[config.mk]
export PLATFORM = sky130hd
export DESIGN_NAME = bist_controller
export DESIGN_NICKNAME = d
export VERILOG_FILES = /design/src/rtl/bist_pkg.sv /design/src/rtl/bist_lfsr.sv /design/src/rtl/bist_controller.sv
export SDC_FILE = /design/constraint.sdc
export NUM_CORES = 1
export LEC_CHECK = 0
export CORE_MARGIN = 2
export CORE_UTILIZATION = 44
export CTS_CLUSTER_DIAMETER = 200
export DETAILED_ROUTE_END_ITERATION = 10
export GPL_ROUTABILITY_DRIVEN = 0
export GPL_TIMING_DRIVEN = 0
export PLACE_DENSITY = 0.75
export SLEW_MARGIN = 20
export SYNTH_ARGS = -nofsm -noshare
export SYNTH_HDL_FRONTEND = slang
export SYNTH_SLANG_ARGS = --single-unit
[constraint.sdc]
create_clock -name clk -period 2.1 [get_ports clk]
set_input_delay 0.63 -clock clk [delete_from_list [all_inputs] [get_ports clk]]
set_output_delay 0.63 -clock clk [all_outputs]
set_load 0.02 [all_outputs]
[src/rtl/bist_pkg.sv]
// rtl/bist_pkg.sv - shared state encoding, default widths and polynomials for the BIST sequencer
package bist_pkg;

    typedef enum logic [2:0] {
        IDLE    = 3'd0,
        INIT    = 3'd1,
        RUN     = 3'd2,
        COMPARE = 3'd3,
        DONE    = 3'd4
    } bist_state_e;

    localparam int CUT_PI_W = 35;
    localparam int CUT_PO_W = 49;

    localparam logic [CUT_PI_W-1:0] LFSR_TAPS_DEF = 35'h0_0000_0005;
    localparam logic [CUT_PO_W-1:0] MISR_TAPS_DEF = 49'h0_0000_0000_0201;
    localparam logic [CUT_PI_W-1:0] LFSR_SEED_DEF = 35'h1;

    // An all-zero Galois LFSR never leaves zero, so a zero seed is replaced by 1
    function automatic logic [CUT_PI_W-1:0] safe_seed(input logic [CUT_PI_W-1:0] seed);
        return (seed == '0) ? CUT_PI_W'(1) : seed;
    endfunction

endpackage

[src/rtl/bist_lfsr.sv]
// rtl/bist_lfsr.sv - Galois shift register used both as pattern LFSR and as output-compacting MISR
module bist_lfsr #(
    parameter int             W       = 35,
    parameter logic [W-1:0]   TAPS    = '0,
    parameter logic [W-1:0]   RST_VAL = '0
) (
    input  logic         clk,
    input  logic         rst,
    input  logic         load,
    input  logic [W-1:0] seed,
    input  logic         shift,
    input  logic [W-1:0] data_in,
    output logic [W-1:0] q
);

    logic [W-1:0] reg_q;
    logic [W-1:0] reg_d;

    // Load takes priority; a shift folds the feedback taps and the parallel input into the new value
    always_comb begin
        reg_d = reg_q;
        if (load) begin
            reg_d = seed;
        end else if (shift) begin
            reg_d = {reg_q[W-2:0], 1'b0} ^ (reg_q[W-1] ? TAPS : '0) ^ data_in;
        end
    end

    // State register with asynchronous active-low reset
    always_ff @(posedge clk or negedge rst) begin
        if (!rst) begin
            reg_q <= RST_VAL;
        end else begin
            reg_q <= reg_d;
        end
    end

    assign q = reg_q;

endmodule

[src/rtl/bist_controller.sv]
// rtl/bist_controller.sv - BIST sequencer top; optional sig_out/pat_cnt debug ports under BIST_SIG_OUT_EN
module bist_controller
    import bist_pkg::*;
#(
    parameter int               PI_W         = CUT_PI_W,
    parameter int               PO_W         = CUT_PO_W,
    parameter int               NUM_PATTERNS = 2000,
    parameter int               INIT_CYCLES  = 4,
    parameter logic [PI_W-1:0]  LFSR_SEED    = LFSR_SEED_DEF,
    parameter logic [PI_W-1:0]  LFSR_TAPS    = LFSR_TAPS_DEF,
    parameter logic [PO_W-1:0]  MISR_TAPS    = MISR_TAPS_DEF,
    parameter logic [PO_W-1:0]  GOLDEN_SIG   = '0
) (
    input  logic            clk,
    input  logic            rst,
    input  logic            bistmode,
    input  logic [PI_W-1:0] pi,
    input  logic [PO_W-1:0] cut_po,
    output logic [PI_W-1:0] cut_pi,
    output logic            cut_rst,
    output logic            bistdone,
    output logic            bistpass
`ifdef BIST_SIG_OUT_EN
    ,
    output logic [PO_W-1:0] sig_out,
    output logic [19:0]     pat_cnt
`endif
);

    localparam int              PAT_W     = $clog2(NUM_PATTERNS + 1);
    localparam logic [PAT_W-1:0] PAT_LAST = PAT_W'(NUM_PATTERNS - 1);
    localparam logic [7:0]      INIT_LAST = 8'(INIT_CYCLES - 1);
    localparam logic [PI_W-1:0] SEED_EFF  = (LFSR_SEED == '0) ? PI_W'(1) : LFSR_SEED;

    bist_state_e      state_q, state_d;
    logic [7:0]       init_cnt_q, init_cnt_d;
    logic [PAT_W-1:0] pat_cnt_q, pat_cnt_d;
    logic             pass_q, pass_d;
    logic             cut_rst_q, cut_rst_d;
    logic             bistdone_q, bistdone_d;
    logic             bistpass_q, bistpass_d;

    logic [PI_W-1:0]  lfsr_q;
    logic [PO_W-1:0]  misr_q;
    logic             seq_load;
    logic             seq_shift;

    // Both registers are reseeded throughout INIT and step once per applied pattern in RUN
    always_comb begin
        seq_load  = (state_q == INIT);
        seq_shift = (state_q == RUN);
    end

    bist_lfsr #(
        .W       (PI_W),
        .TAPS    (LFSR_TAPS),
        .RST_VAL (SEED_EFF)
    ) u_lfsr (
        .clk     (clk),
        .rst     (rst),
        .load    (seq_load),
        .seed    (SEED_EFF),
        .shift   (seq_shift),
        .data_in ('0),
        .q       (lfsr_q)
    );

    bist_lfsr #(
        .W       (PO_W),
        .TAPS    (MISR_TAPS),
        .RST_VAL ('0)
    ) u_misr (
        .clk     (clk),
        .rst     (rst),
        .load    (seq_load),
        .seed    ('0),
        .shift   (seq_shift),
        .data_in (cut_po),
        .q       (misr_q)
    );

    // Next-state and counter logic; dropping bistmode before DONE abandons the run
    always_comb begin
        state_d    = state_q;
        init_cnt_d = init_cnt_q;
        pat_cnt_d  = pat_cnt_q;
        pass_d     = pass_q;
        unique case (state_q)
            IDLE: begin
                init_cnt_d = '0;
                pat_cnt_d  = '0;
                pass_d     = 1'b0;
                if (bistmode) begin
                    state_d = INIT;
                end
            end
            INIT: begin
                if (!bistmode) begin
                    state_d = IDLE;
                end else if (init_cnt_q == INIT_LAST) begin
                    state_d = RUN;
                end else begin
                    init_cnt_d = init_cnt_q + 8'd1;
                end
            end
            RUN: begin
                if (!bistmode) begin
                    state_d = IDLE;
                end else begin
                    pat_cnt_d = pat_cnt_q + 1'b1;
                    if (pat_cnt_q == PAT_LAST) begin
                        state_d = COMPARE;
                    end
                end
            end
            COMPARE: begin
                if (!bistmode) begin
                    state_d = IDLE;
                end else begin
                    pass_d  = (misr_q == GOLDEN_SIG);
                    state_d = DONE;
                end
            end
            DONE: begin
                if (!bistmode) begin
                    state_d = IDLE;
                end
            end
            default: begin
                state_d = IDLE;
            end
        endcase
    end

    // Chip-pin outputs are decoded from the next state so they register cleanly with the FSM
    always_comb begin
        cut_rst_d  = (state_d == INIT);
        bistdone_d = (state_d == DONE);
        bistpass_d = (state_d == DONE) && pass_d;
    end

    // FSM, counters and registered status outputs
    always_ff @(posedge clk or negedge rst) begin
        if (!rst) begin
            state_q    <= IDLE;
            init_cnt_q <= '0;
            pat_cnt_q  <= '0;
            pass_q     <= 1'b0;
            cut_rst_q  <= 1'b0;
            bistdone_q <= 1'b0;
            bistpass_q <= 1'b0;
        end else begin
            state_q    <= state_d;
            init_cnt_q <= init_cnt_d;
            pat_cnt_q  <= pat_cnt_d;
            pass_q     <= pass_d;
            cut_rst_q  <= cut_rst_d;
            bistdone_q <= bistdone_d;
            bistpass_q <= bistpass_d;
        end
    end

    // CUT input mux: LFSR patterns only while RUN, system inputs otherwise
    always_comb begin
        cut_pi = (state_q == RUN) ? lfsr_q : pi;
    end

    assign cut_rst  = cut_rst_q;
    assign bistdone = bistdone_q;
    assign bistpass = bistpass_q;

`ifdef BIST_SIG_OUT_EN
    assign sig_out = misr_q;
    assign pat_cnt = 20'(pat_cnt_q);
`endif

endmodule

==> metrics.md, run 1 <==
| Metric | Value |
|---|---|
| Status | `complete, but fails checks` |
| Failing checks | `negative setup slack` |
| Post-synthesis async set-or-reset flop share | `100.0%` |
| IO Port Bufs | `approximately 120` |
| RSZ-0062 raised after global routing | `yes` |
| CTS Sinks | `110` |
| Area contributors post-synth | `dfrtp_1 (52%), a22o_1 (14%), xor2_1 (9.8%)` |
| Slew at the pin closest to its max-slew limit | `around 0.54 ns` |
| Clock period minus worst slack | `between 2 and 2.5 ns` |
| Crit path max fanout | `5` |
| F_max | `between 400 and 500 MHz` |
| Final hold vios | `0` |
| Cell taking the most area after synthesis | `dfrtp_1` |
| HP Class | `input port to asynchronous set/reset pin` |
| Core footprint | `11560 um^2` |
| DIE WIDTH | `roughly 110 um` |
| Worst path required time | `roughly 1.5 ns` |
| CP Capture Type | `primary output` |
| CTS root buffer | `clkbuf_16` |
| Post-Syn Area | `between 5000 and 6000 um^2` |
| CP dominant cell by count | `buf_6` |
| Htree depth | `3` |
| Worst path slowest cell | `dfrtp_1` |
| Vias in the first global route | `around 4300` |
| Routed WL | `approximately 14000 um` |
| First-pass GRT wire length | `between 20000 and 25000 um` |
| Vias per inst | `approximately 5.6` |
| Clock latency on the worst-skew pair | `~0.35 ns` |
| Vias post-DR | `4130` |
| Slew HR | `between 60% and 70%` |
| Dpl cells | `approximately 700` |
| DRC Markers | `0` |
| Die area | `12840 um^2` |
| Sequential share of the synthesized area | `a little over half` |
| Worst-path clk slew | `roughly 0.07 ns` |
| Most Crowded Layer GR | `met2` |
| Slew Viols, Final | `0` |
| Sw Share | `between 20% and 30%` |
| Fraction of layout cells with a size suffix above 1 | `23.01%` |
| Met2 Usage GRT | `35.53%` |
| CTS tree | `yes` |
| Die Height | `around 110 um` |
| Mapped Cells | `between 400 and 500` |
| Synth Warn # | `0` |
| Critical path class | `flop to primary output` |
| DRT antenna net count | `0` |
| Clock power frac | `between 30% and 40%` |
| Grt met1 use | `between 20% and 30%` |
| IO Count | `125` |
| ANT cells | `0` |
| FF+latch count, synth | `110` |
| Total congestion overflow | `0` |
| Worst Setup Slack, final | `-0.3774 ns` |
| Total CTS buffers | `9` |
| Final Skew | `between 0.004 and 0.005 ns` |
| Clock Path Buffers | `2` |
| Total GRT Usage | `a little over a fifth` |
| Drt initial violations | `252` |
| Synth top cells by count | `dfrtp_1 (109), a22o_1 (84), xor2_1 (59), mux2_2 (36), nor2_1 (24)` |
| Share of Yosys cell area claimed by the top area cell type | `51.87%` |
| Starting Density | `45.47%` |
| Synth unique cells | `about 40` |
| Syn_nets | `between 500 and 600` |
| CP cell instances | `nand2b_4 > nor2_4 > buf_6 > buf_6 > buf_8 > mux2_4 > buf_6` |
| Arrival time worst endpoint | `approximately 1.9 ns` |
| Ys flop type | `dfrtp_1` |
| DP Area | `around 6700 um^2` |
| Max Cap Viol | `0` |
| Seq pwr share | `a little under half` |
| PD cells | `about 640 nW/um^2` |
| Pleak | `around 0.0036 uW` |
| Number of synthesized flops with an enable pin | `0` |
| Layout Cells excl Fill | `about 730` |
| Area growth syn-to-layout | `42.02%` |
| Drt first pass iters | `4` |
| Final HPWL DP | `9089 um` |
| Combinational power share | `between 10 and 15%` |
| NetSw | `around 1100 uW` |
| Internal | `approximately 3700 uW` |
| Row cnt | `39` |
| Startpoint types | `flop` |
| # setup viols final | `35` |
| Average cell area after synthesis | `around 12 um^2` |
| Top-count cell post-synth | `dfrtp_1` |
| Final period util | `118.0%` |
| Peak supply drop | `approximately 0.00038 V` |
| Largest net degree at the start of global routing | `76` |
| Grt met3 use | `under 10%` |
| Max stage delay on crit path | `0.38 ns` |
| Post-route cell area | `~7500 um^2` |
| WL per Instance | `between 15 and 20 um` |
| Initial antenna violation count | `0` |
| Nets | `approximately 680` |
## final timing paths
kind                       slack, ns                  endpoint  cells after the start                      from
min                             0.17  u_misr.q[31]$_DFFE_PN0P_                      1                       rst
max in group asynchronous       1.24  u_lfsr.q[11]$_DFFE_PN0P_                      2                       rst
min in group clk                0.53  u_lfsr.q[30]$_DFFE_PN0P_                      1  u_lfsr.q[30]$_DFFE_PN0P_
max                            -0.38                 cut_pi[7]                      7      state_q[0]$_DFF_PN0_
max reg2reg                     0.18  u_misr.q[44]$_DFFE_PN0P_                      7      state_q[1]$_DFF_PN0_
min reg2reg                     0.53  u_lfsr.q[30]$_DFFE_PN0P_                      1  u_lfsr.q[30]$_DFFE_PN0P_
## cell families after synthesis
kind of cell / count (synthesis) / share of synthesized area [%]
compound gates: 98 / 15.87
xor+xnor: 67 / 11.16
fa+ha+maj: 2 / 0.4758
buf+inv: 30 / 2.617
flops: 110 / 52.37
mux: 36 / 7.709
simple gates: 88 / 9.803
## power groups by stage
stage	clock (uW)	combinational, uW	sequential, uW
3_5_place_dp	0	649	2220
3_3_place_gp	0	627	2230
4_1_cts	1950	707	2180
2_1_floorplan	0	292	2220
6_report	1910	713	2180
5_1_grt	2050	768	2190
## state kept, by name (all words and copies together), names as in the netlist
name	flops
cut_rst	1
bistpass	1
bistdone	1
state_q	3
init_cnt_q	8
pat_cnt_q	11
pass_q	1
u_lfsr.q	35
u_misr.q	49
## worst max-delay path, delay by kind of cell, from the launching register on
| kind | cells | cell delay, ns |
|---|---|---|
| buffers and inverters | 4 | 0.53 |
| muxes | 1 | 0.30 |
| DFF | 1 | 0.38 |
| and+or+nand+nor | 2 | 0.28 |
## metrics by stage
stage / hold slack (ns) / power (uW) / setup slack [ns] / util [%] / setup TNS [ns]
global placement: 0.4926 / 2853 / -3.676 / 57.67 / -431.47
global route: 0.1775 / 5004 / -0.4327 / 64.58 / -12.66
CTS: 0.1714 / 4840 / -0.3819 / 64.02 / -10.86
finish: 0.1722 / 4807 / -0.3774 / 64.58 / -10.65
detailed placement: 0.4943 / 2873 / -0.8780 / 57.91 / -29.34
floorplan: 0.3344 / 2511 / 0.01054 / - / 0
## repair_timing
item / in CTS / in global routing
hold buffers: 0 / 0
endpoints found under the setup margin: 35 / 37
gates cloned: 2 / 0
buffers inserted: 13 / 6
pin swaps: 1 / 1
resized for setup: 264 / 7
## final cells by class
type / instances / area [um^2]
Multi-Input combinational cell: 291 / 2510
Fill cell: 837 / 4096
Clock inverter: 4 / 77.57
Sequential cell: 110 / 2755
Inverter: 3 / 11.26
Clock buffer: 12 / 266.5
Buffer: 26 / 148.9
Tap cell: 143 / 178.9
Timing Repair Buffer: 145 / 1520
## cells in the final DEF, fill, tap and decap left out, drive strengths merged, types with 3 or more instances in the layout
cell type / synthesis / routed
xor2: 59 / 59
mux2: 36 / 36
inv: 3 / 3
nor3: 3 / 3
and3: 3 / 3
a22o: 84 / 84
nand3: 5 / 5
nand2b: 4 / 4
nor4: 16 / 16
nand2: 6 / 6
clkbuf: 12 / 24
clkdlybuf4s50: 0 / 87
xnor2: 8 / 8
nor2: 25 / 25
o21ai: 3 / 3
o211ai: 3 / 3
nand4: 11 / 11
buf: 15 / 72
dfrtp: 109 / 109
or4: 4 / 4
## layer usage
| metal | routed length (um) | part of all wire, % | vias to the layer above |
|---|---|---|---|
| met3 | 677 | 5.0 | 16 |
| met2 | 6728 | 50 | 104 |
| li1 | - | - | 1911 |
| met4 | 190 | 1.4 | 0 |
| met5 | 0 | 0 | - |
| met1 | 5968 | 44 | 2099 |
No activity file was read; power rests on OpenSTA's default activity.
==> run 2, diff against run 1 <==
Settings changed: MAX_ROUTING_LAYER from default to met4.
==> run 2 against run 1 <==
Against the previous run: worst setup slack got worse by 0.0079 ns; largest power group unchanged; the flow still finishes with violations (negative setup slack); via count barely moved; sequential share of layout area unchanged; combinational power hardly changed; clock skew is 0.0011 ns higher; largest cell class unchanged.
==> metrics.md, run 2 (synthesis results as in run 1) <==
| Metric | Value |
|---|---|
| Number of fill cells | `837 (unchanged)` |
| Total CTS buffers | `9 (unchanged)` |
| # setup viols final | `35 (unchanged)` |
| Worst-path clk slew | `0.07 ns (about the same)` |
| F_max | `402.4 MHz (-0.32%)` |
| IO Count | `125 (unchanged)` |
| Total congestion overflow | `0 (unchanged)` |
| Vias in the first global route | `4289 (-0.070%)` |
| Row cnt | `39 (unchanged)` |
| CP Capture Type | `primary output` |
| Final period util | `118.3% (+0.37 points)` |
| Area of the multi-input gates | `2510 um^2 (unchanged)` |
| Reg2reg end | `pass_q$_DFF_PN0_` |
| Crit path max fanout | `5 (unchanged)` |
| Startpoint types | `flop` |
| Clock period minus worst slack | `2.485 ns (+0.007855 ns)` |
| Clock power frac | `39.8% (about the same)` |
| Vias per inst | `5.623 (about the same)` |
| Core footprint | `11560 um^2 (unchanged)` |
| CTS tree | `yes` |
| Slew HR | `64.84% (+0.67 points)` |
| Total GRT Usage | `22.19% (+0.59 points)` |
| Max stage delay on crit path | `0.38 ns (about the same)` |
| Worst Setup Slack, final | `-0.3852 ns (-0.007855 ns)` |
| Failing checks | `negative setup slack` |
| First-pass GRT wire length | `21910 um (about the same)` |
| Htree depth | `3 (unchanged)` |
| Final HPWL DP | `9089 um (unchanged)` |
| Nets | `675 (unchanged)` |
| Commonest non-fill, non-tap cell in the layout | `dfrtp_1` |
| Largest net degree at the start of global routing | `76 (unchanged)` |
| CP cell instances | `nand2b_4 > nor2_4 > buf_6 > buf_6 > buf_8 > mux2_4 > buf_6` |
| Internal | `3679 uW (about the same)` |
| Clock latency on the worst-skew pair | `0.35 ns (about the same)` |
| Worst path required time | `1.47 ns (about the same)` |
| Final hold vios | `0 (unchanged)` |
| Slew at the pin closest to its max-slew limit | `0.5274 ns (-0.01001 ns)` |
| DRT antenna net count | `0 (unchanged)` |
| Clock Path Buffers | `2 (unchanged)` |
| Pleak | `0.003552 uW (unchanged)` |
| CP dominant cell by count | `buf_6` |
| R2R Setup Slk | `0.18 ns (about the same)` |
| Critical path class | `flop to primary output` |
| Routed WL | `13610 um (+0.32%)` |
| Final Skew | `0.005359 ns (+0.001114 ns)` |
| Peak supply drop | `0.0003901 V (+1.9%)` |
| Status | `complete, but fails checks` |
| Fin util | `64.58% (unchanged)` |
| Slew Viols, Final | `0 (unchanged)` |
| Worst path slowest cell | `dfrtp_1` |
| Combinational power share | `14.8% (about the same)` |
| Max reg flops | `49 (unchanged)` |
| DIE WIDTH | `113.3 um (unchanged)` |
| R2r startpoint | `state_q[2]$_DFF_PN0_` |
| Starting Density | `45.47% (unchanged)` |
| HP Class | `input port to asynchronous set/reset pin` |
| DRC Markers | `0 (unchanged)` |
| NetSw | `1136 uW (+0.73%)` |
| Sw Share | `23.59% (+0.13 points)` |
| Seq pwr share | `45.4% (about the same)` |
| ANT cells | `0 (unchanged)` |
| IO Port Bufs | `123 (unchanged)` |
| CTS Sinks | `110 (unchanged)` |
| Drt first pass iters | `4 (unchanged)` |
| CTS root buffer | `clkbuf_16` |
| Most frequent cells in the layout | `dfrtp_1 (108), clkdlybuf4s50_1 (87), a22o_1 (84)` |
| Total power | `4815 uW (+0.17%)` |
| Fraction of layout cells with a size suffix above 1 | `23.01% (unchanged)` |
| Reg2Reg Depth | `6 (-1)` |
| Vias post-DR | `4127 (-0.073%)` |
| PD cells | `644.7 nW/um^2 (+0.17%)` |
| Die Height | `113.3 um (unchanged)` |
| Area growth syn-to-layout | `42.02% (unchanged)` |
| Initial antenna violation count | `0 (unchanged)` |
| Arrival time worst endpoint | `1.86 ns (about the same)` |
| Max Cap Viol | `0 (unchanged)` |
| Drt initial violations | `238 (-5.6%)` |
| Die area | `12840 um^2 (unchanged)` |
| Sequential cell area | `2755 um^2 (unchanged)` |
| CTS Hold Bufs | `0 (unchanged)` |
| WL per Instance | `18.54 um (+0.32%)` |
| RSZ-0062 raised after global routing | `yes` |
[run 2: cell counts in the layout (fill, tap and decap cells not counted)]
No cell type changed its count.
[run 2: what timing repair did]
item | 4_1_cts | 5_1_grt
pin swaps | 1 | 1
cloned | 2 | 0
gates resized for setup | 264 | 7
endpoints found under the setup margin | 35 | 37
setup buffers | 13 | 6
[run 2: routing by layer]
metal / global-route usage (%) / vias up / wire length [um] / part of all wire [%]
li1: - / 1910 / - / -
met1: 28.38 / 2102 / 6081 / 45
met2: 35.45 / 101 / 6727 / 49
met3: 5.624 / 14 / 615 / 4.5
met4: 5.935 / 0 / 182 / 1.3
met5: - / - / 0 / 0
[run 2: power by group through the flow]
| stage | combinational (uW) | clock, uW | sequential, uW |
|---|---|---|---|
| after CTS | 707 | 1950 | 2180 |
| after detailed placement | 649 | 0 | 2220 |
| final | 714 | 1920 | 2180 |
| after global routing | 768 | 2040 | 2190 |
| after floorplan | 292 | 0 | 2220 |
| after global placement | 627 | 0 | 2230 |
[run 2: worst max-delay path by stage]
stage                          from                       end  cells past startpoint
6_report       state_q[0]$_DFF_PN0_                 cut_pi[7]                      7
5_1_grt        state_q[0]$_DFF_PN0_                 cut_pi[3]                      7
3_5_place_dp   state_q[0]$_DFF_PN0_                 cut_pi[5]                      5
2_1_floorplan  state_q[0]$_DFF_PN0_                cut_pi[10]                      4
4_1_cts        state_q[0]$_DFF_PN0_                 cut_pi[7]                      7
3_3_place_gp                    rst  u_lfsr.q[11]$_DFFE_PN0P_                      1
[run 2: layout make-up]
class | count | area share (%)
plain buffers | 26 | 1.994
clock buffers | 12 | 3.568
clock inverters | 4 | 1.039
inverters | 3 | 0.1508
multi-input cells | 291 | 33.61
flip-flops and latches | 110 | 36.89
well taps | 143 | 2.396
repair buffers | 145 | 20.36
[run 2: per-stage QoR]
| stage | setup slack, ns | setup TNS (ns) | cell area (um^2) | cells | hold slack (ns) |
|---|---|---|---|---|---|
| detailed placement | -0.8780 | -29.34 | 6698 | 698 | 0.4943 |
| CTS | -0.3819 | -10.86 | 7403 | 729 | 0.1714 |
| finish | -0.3852 | -10.79 | 7468 | 734 | 0.1681 |
| global route | -0.4295 | -12.55 | 7468 | 734 | 0.1819 |
| floorplan | 0.01054 | 0 | 5259 | 431 | 0.3344 |
| global placement | -3.676 | -431.47 | 6669 | 697 | 0.4926 |
[run 2: critical path, delay by kind of cell (launching register included)]
family,cells,cell delay [ns]
buffers and inverters,4,0.53
flip-flops,1,0.38
multiplexers,1,0.31
AND/OR/NAND/NOR,2,0.28
